<file path="config.mk">
export PLATFORM = sky130hd
export DESIGN_NAME = fetch_sequencer
export DESIGN_NICKNAME = d
export VERILOG_FILES = /design/src/rtl/fetch_pkg.sv /design/src/rtl/next_pc_sel.sv /design/src/rtl/fetch_sequencer.sv
export SDC_FILE = /design/constraint.sdc
export NUM_CORES = 1
export LEC_CHECK = 0
export CAP_MARGIN = 20
export CORE_ASPECT_RATIO = 0.6
export CORE_MARGIN = 4
export CORE_UTILIZATION = 30
export CTS_CLUSTER_SIZE = 40
export DETAILED_ROUTE_END_ITERATION = 10
export SLEW_MARGIN = 20
export SYNTH_ARGS = -nofsm -noshare
export SYNTH_HDL_FRONTEND = slang
export SYNTH_SLANG_ARGS = --single-unit
</file>
<file path="constraint.sdc">
create_clock -name clock -period 3.8 [get_ports clock]
set_input_delay 0.76 -clock clock [delete_from_list [all_inputs] [get_ports clock]]
set_output_delay 0.76 -clock clock [all_outputs]
set_load 0.05 [all_outputs]
</file>
<file path="src/rtl/fetch_pkg.sv">
// Shared types and constants for the instruction-fetch sequencer.
package fetch_pkg;

    localparam int unsigned XLEN       = 32;
    localparam int unsigned WORD_BYTES = 4;
    localparam logic [XLEN-1:0] ALIGN_MASK = 32'hFFFF_FFFC;

    typedef enum logic [1:0] {
        IDLE  = 2'd0,
        REQ   = 2'd1,
        VALID = 2'd2
    } fetch_state_t;

    function automatic logic [XLEN-1:0] word_align(input logic [XLEN-1:0] addr);
        return addr & ALIGN_MASK;
    endfunction

endpackage

</file>
<file path="src/rtl/next_pc_sel.sv">
// Redirect arbitration: jr over jump over branch, target forced word-aligned.
module next_pc_sel
    import fetch_pkg::*;
(
    input  logic            jr,
    input  logic [XLEN-1:0] jr_target,
    input  logic            jump,
    input  logic [XLEN-1:0] jump_target,
    input  logic            branch_taken,
    input  logic [XLEN-1:0] branch_target,
    output logic            redirect,
    output logic [XLEN-1:0] redirect_target
);

    logic [XLEN-1:0] raw_target;

    always_comb begin
        raw_target = branch_target;
        if (jr) begin
            raw_target = jr_target;
        end else if (jump) begin
            raw_target = jump_target;
        end
    end

    assign redirect        = jr | jump | branch_taken;
    assign redirect_target = word_align(raw_target);

endmodule

</file>
<file path="src/rtl/fetch_sequencer.sv">
// Fetch controller: owns the PC, handshakes with instruction memory and
// hands one instruction at a time to decode.
module fetch_sequencer
    import fetch_pkg::*;
#(
    parameter logic [XLEN-1:0] RESET_PC = 32'h0000_0000,
    parameter int unsigned     ADDR_W   = 32
) (
    input  logic              clock,
    input  logic              reset,
    output logic              imem_req,
    output logic [ADDR_W-1:0] imem_addr,
    input  logic              imem_ready,
    input  logic [ADDR_W-1:0] imem_rdata,
    output logic [ADDR_W-1:0] instr,
    output logic              instr_valid,
    input  logic              id_stall,
    input  logic              branch_taken,
    input  logic [ADDR_W-1:0] branch_target,
    input  logic              jump,
    input  logic [ADDR_W-1:0] jump_target,
    input  logic              jr,
    input  logic [ADDR_W-1:0] jr_target,
    output logic [ADDR_W-1:0] pc_out,
    output logic [ADDR_W-1:0] pc_plus4
);

    fetch_state_t      state, state_next;
    logic [ADDR_W-1:0] pc, pc_next;
    logic [ADDR_W-1:0] instr_next;
    logic              pend, pend_next;
    logic [ADDR_W-1:0] pend_target, pend_target_next;
    logic              req_next, valid_next;

    logic              redirect;
    logic [ADDR_W-1:0] redirect_target;

    next_pc_sel u_next_pc_sel (
        .jr              (jr),
        .jr_target       (jr_target),
        .jump            (jump),
        .jump_target     (jump_target),
        .branch_taken    (branch_taken),
        .branch_target   (branch_target),
        .redirect        (redirect),
        .redirect_target (redirect_target)
    );

    always_ff @(posedge clock or posedge reset) begin
        if (reset) begin
            state       <= IDLE;
            pc          <= RESET_PC;
            instr       <= '0;
            pend        <= 1'b0;
            pend_target <= '0;
            imem_req    <= 1'b0;
            instr_valid <= 1'b0;
        end else begin
            state       <= state_next;
            pc          <= pc_next;
            instr       <= instr_next;
            pend        <= pend_next;
            pend_target <= pend_target_next;
            imem_req    <= req_next;
            instr_valid <= valid_next;
        end
    end

    // A redirect arriving mid-wait is parked; the transfer in flight is never aborted.
    always_comb begin
        state_next       = state;
        pc_next          = pc;
        instr_next       = instr;
        pend_next        = pend;
        pend_target_next = pend_target;

        case (state)
            IDLE: begin
                state_next = REQ;
            end
            REQ: begin
                if (imem_ready) begin
                    if (redirect) begin
                        pc_next   = redirect_target;
                        pend_next = 1'b0;
                    end else if (pend) begin
                        pc_next   = pend_target;
                        pend_next = 1'b0;
                    end else begin
                        instr_next = imem_rdata;
                        state_next = VALID;
                    end
                end else if (redirect) begin
                    pend_next        = 1'b1;
                    pend_target_next = redirect_target;
                end
            end
            VALID: begin
                if (redirect) begin
                    pc_next    = redirect_target;
                    state_next = REQ;
                end else if (!id_stall) begin
                    pc_next    = pc + ADDR_W'(WORD_BYTES);
                    state_next = REQ;
                end
            end
            default: begin
                state_next = IDLE;
            end
        endcase

        req_next   = (state_next == REQ);
        valid_next = (state_next == VALID);
    end

    assign imem_addr = pc;
    assign pc_out    = pc;
    assign pc_plus4  = pc + ADDR_W'(WORD_BYTES);

endmodule

</file>
==> summary.md, run 1 <==
| Metric | Value |
|---|---|
| Status | `finished clean` |
| Iter 0 DRT Violations | `304` |
| Fillers | `1883` |
| Via-per-instance ratio | `5.066` |
| Non-Filler Instances | `1112` |
| Final HPWL DP | `16780 µm` |
| Min-Delay Path Class | `reg -> reg` |
| Clock Path Buffers | `2` |
| Setup bufs post-CTS | `0` |
| Psw | `0.002058 W` |
| CP required | `3.04 ns` |
| Fmax | `0.2802 GHz` |
| CTS Buf Count | `9` |
| Period Utilization, post-route | `0.9390` |
| GP Congestion | `0.8068` |
| GRT Total Usage | `0.1870` |
| Nets | `977` |
| Drt pass-1 iters | `5` |
| Routed WL | `21480 µm` |
| Die area | `22310 µm²` |
| PwrDens | `523.6 nW/µm²` |
| Clock share of power | `0.204` |
| Layout cells sized above 1 | `0.1312` |
| Initial antenna violation count | `2` |
| Boundary Pins | `265` |
| Vias in the first global route | `5489` |
| Global-route wire length before repair | `32470 µm` |
| Cell area after synthesis | `5974 µm²` |
| Max-cap violation count | `0` |
| CP Max Fanout | `10` |
| WL met3 | `2133 µm` |
| Sw Share | `0.4429` |
| Ys async rst share | `1.000` |
| DR top layer | `met5` |
| #FFs+latches synth | `97` |
| Count of distinct cell types in the synthesized netlist | `71` |
| Ant diodes | `0` |
| Worst slew margin | `0.3600` |
| Post_cts resized | `0` |
| Area Growth Syn to Fin | `48.57%` |
| Static leakage | `3.542 nW` |
| Routed Antenna Nets | `0` |
| Die width | `190.2 µm` |
| Clk pin slew, worst setup/hold paths | `0.07 ns` |
| DRC | `0` |
| Reg power frac | `0.309` |
| Final Hold Viols | `0` |
| Commonest non-fill, non-tap cell in the layout | `clkdlybuf4s50_1` |
| DR vias | `5633` |
| Met1 WL | `10190 µm` |
| Yosys warns | `0` |
| Wire length on met2 | `9037 µm` |
| Post-synth EDFFs | `0` |
| Internal power | `0.002589 W` |
| Sequential area share after synthesis | `0.4063` |
| Post-route minimum period | `3.568 ns` |
| Clock Skews | `0.01265 ns` |
| DIE HEIGHT | `117.3 µm` |
| Logic gate share of total power | `0.486` |
| Clk Latency, worst-skew pair | `0.35 ns` |
| Setup TNS | `0 ns` |
| I/O Buffers | `252` |
| Placed Cells incl. Taps | `1095` |
| RSZ-0062 raised after global routing | `false` |
| WS Path Type | `reg -> out` |
| Syn Inst Count | `631` |
| Clk sinks | `97` |
| Final setup violation count | `0` |
| Crit path arrival time | `2.81 ns` |
| Least-Margin Pin Slew | `0.9600 ns` |
| Pin count of the biggest net entering global routing | `46` |
| Max-slew violation total from the final report | `0` |
| Highest-count cells in the layout ignoring fill and taps | `clkdlybuf4s50_1, dfrtp_1, nand2_1, nor2_1, o21ai_0` |
| CTS tree | `built` |
| Type of origin of the critical path | `flip-flop` |
| WL per Instance | `19.31 µm` |
| Grt ovf | `0` |
| Peak supply drop | `223.2 µV` |
| Core box area | `19270 µm²` |
| Final Power | `0.004647 W` |
| CP endpoint kind | `primary output` |
| Cell chosen for the clock root | `clkbuf_16` |
| Row count | `39` |
| Avg Cell Area, Syn | `9.468 µm²` |
| H-tree levels | `3` |
| Number of hold buffers added after CTS | `0` |
| Initial Utilization | `0.3100` |
| Commonest register cell after synthesis | `dfrtp_1` |
worst paths after layout:
| check | startpoint | endpoint | slack [ns] | cells past startpoint |
|---|---|---|---|---|
| worst max-delay path | imem_addr[2]$_DFFE_PP0P_ | pc_plus4[29] | 0.23 | 5 |
| worst min-delay path | pend_target[5]$_DFFE_PP0P_ | pend_target[5]$_DFFE_PP0P_ | 0.48 | 2 |
| worst max register to register | state[1]$_DFF_PP0_ | imem_addr[22]$_DFFE_PP0P_ | 1.12 | 6 |
| worst min register to register | pend_target[5]$_DFFE_PP0P_ | pend_target[5]$_DFFE_PP0P_ | 0.48 | 2 |
| max in group asynchronous | reset | instr[5]$_DFFE_PP0P_ | 2.13 | 3 |
| min in group asynchronous | reset | instr[30]$_DFFE_PP0P_ | 0.83 | 2 |
synthesized netlist by cell type (6+ instances only):
master / number / area share
or3_1: 7 / 0.0073
nor3_1: 10 / 0.0084
nor2_1: 46 / 0.029
o31ai_1: 6 / 0.0075
a211oi_1: 12 / 0.015
nor2b_1: 9 / 0.0094
dfrtp_1: 97 / 0.41
and3_1: 6 / 0.0063
a21oi_1: 32 / 0.027
inv_1: 6 / 0.0038
buf_2: 16 / 0.013
nand3_1: 23 / 0.019
a31oi_1: 9 / 0.0094
mux2_2: 40 / 0.075
nand2_1: 52 / 0.033
nand4_1: 11 / 0.012
o21ai_0: 45 / 0.038
xnor2_1: 24 / 0.035
mux2i_1: 26 / 0.044
clkbuf_1: 19 / 0.012
buf_4: 37 / 0.046
worst max-delay path, stage by stage, from the launching register on:
cell	delay, ns
dfrtp_1	0.57
nand4_1	0.35
nor4_4	0.73
nand3_1	0.34
xnor2_1	0.24
buf_4	0.23
per-stage QoR:
stage | worst slack (ns) | hold WS (ns) | area, µm² | utilization
6_report | 0.2317 | 0.4764 | 8876 | 0.4605
4_1_cts | 0.1305 | 0.4815 | 8869 | 0.4601
5_1_grt | 0.01382 | 0.5121 | 8876 | 0.4605
3_3_place_gp | 0.5592 | 0.4578 | 8571 | 0.4447
2_1_floorplan | 0.3487 | 0.4420 | 5993 | -
3_5_place_dp | 0.5191 | 0.4658 | 8571 | 0.4447
power groups by stage:
stage	Sequential [W]	Clock, W	Combinational (W)
floorplan	0.00196	0	0.000961
detailed placement	0.00146	0	0.00228
global route	0.00148	0.00102	0.00236
finish	0.00144	0.000949	0.00226
global placement	0.00145	0	0.00227
CTS	0.00144	0.000978	0.00228
state kept, by name, summed over array words and instances (netlist names):
register / count
imem_addr: 30
imem_req: 1
instr: 32
instr_valid: 1
pend: 1
pend_target: 30
state: 2
layout make-up:
type | instances | area (µm²) | area share
Multi-Input combinational cell | 455 | 3092 | 0.3483
Inverter | 7 | 28.78 | 0.003242
Tap cell | 266 | 332.8 | 0.03750
Clock inverter | 4 | 51.30 | 0.005780
Sequential cell | 97 | 2427 | 0.2735
Timing Repair Buffer | 271 | 2698 | 0.3039
Clock buffer | 12 | 246.5 | 0.02777
logic make-up after synthesis:
logic type      share of synthesized area
compound gates                     0.1830
xor+xnor                          0.04105
fa+ha+maj                        0.002094
buf+inv                           0.08063
flops                              0.4063
mux                                0.1190
other cells                     0.0006277
simple gates                       0.1673
per-layer routing:
metal,track usage,up-vias
met1,0.2723,2688
met2,0.2774,250
met3,0.06057,10
met5,0,-
li1,-,2681
met4,0.02691,4
(Power assumes the default switching activity.)
==> run 2, diff against run 1 <==
Settings changed: CTS_CLUSTER_DIAMETER from default to 60.
==> results of run 2 <==
Final layout, timing and power as in run 1 (identical DEF).
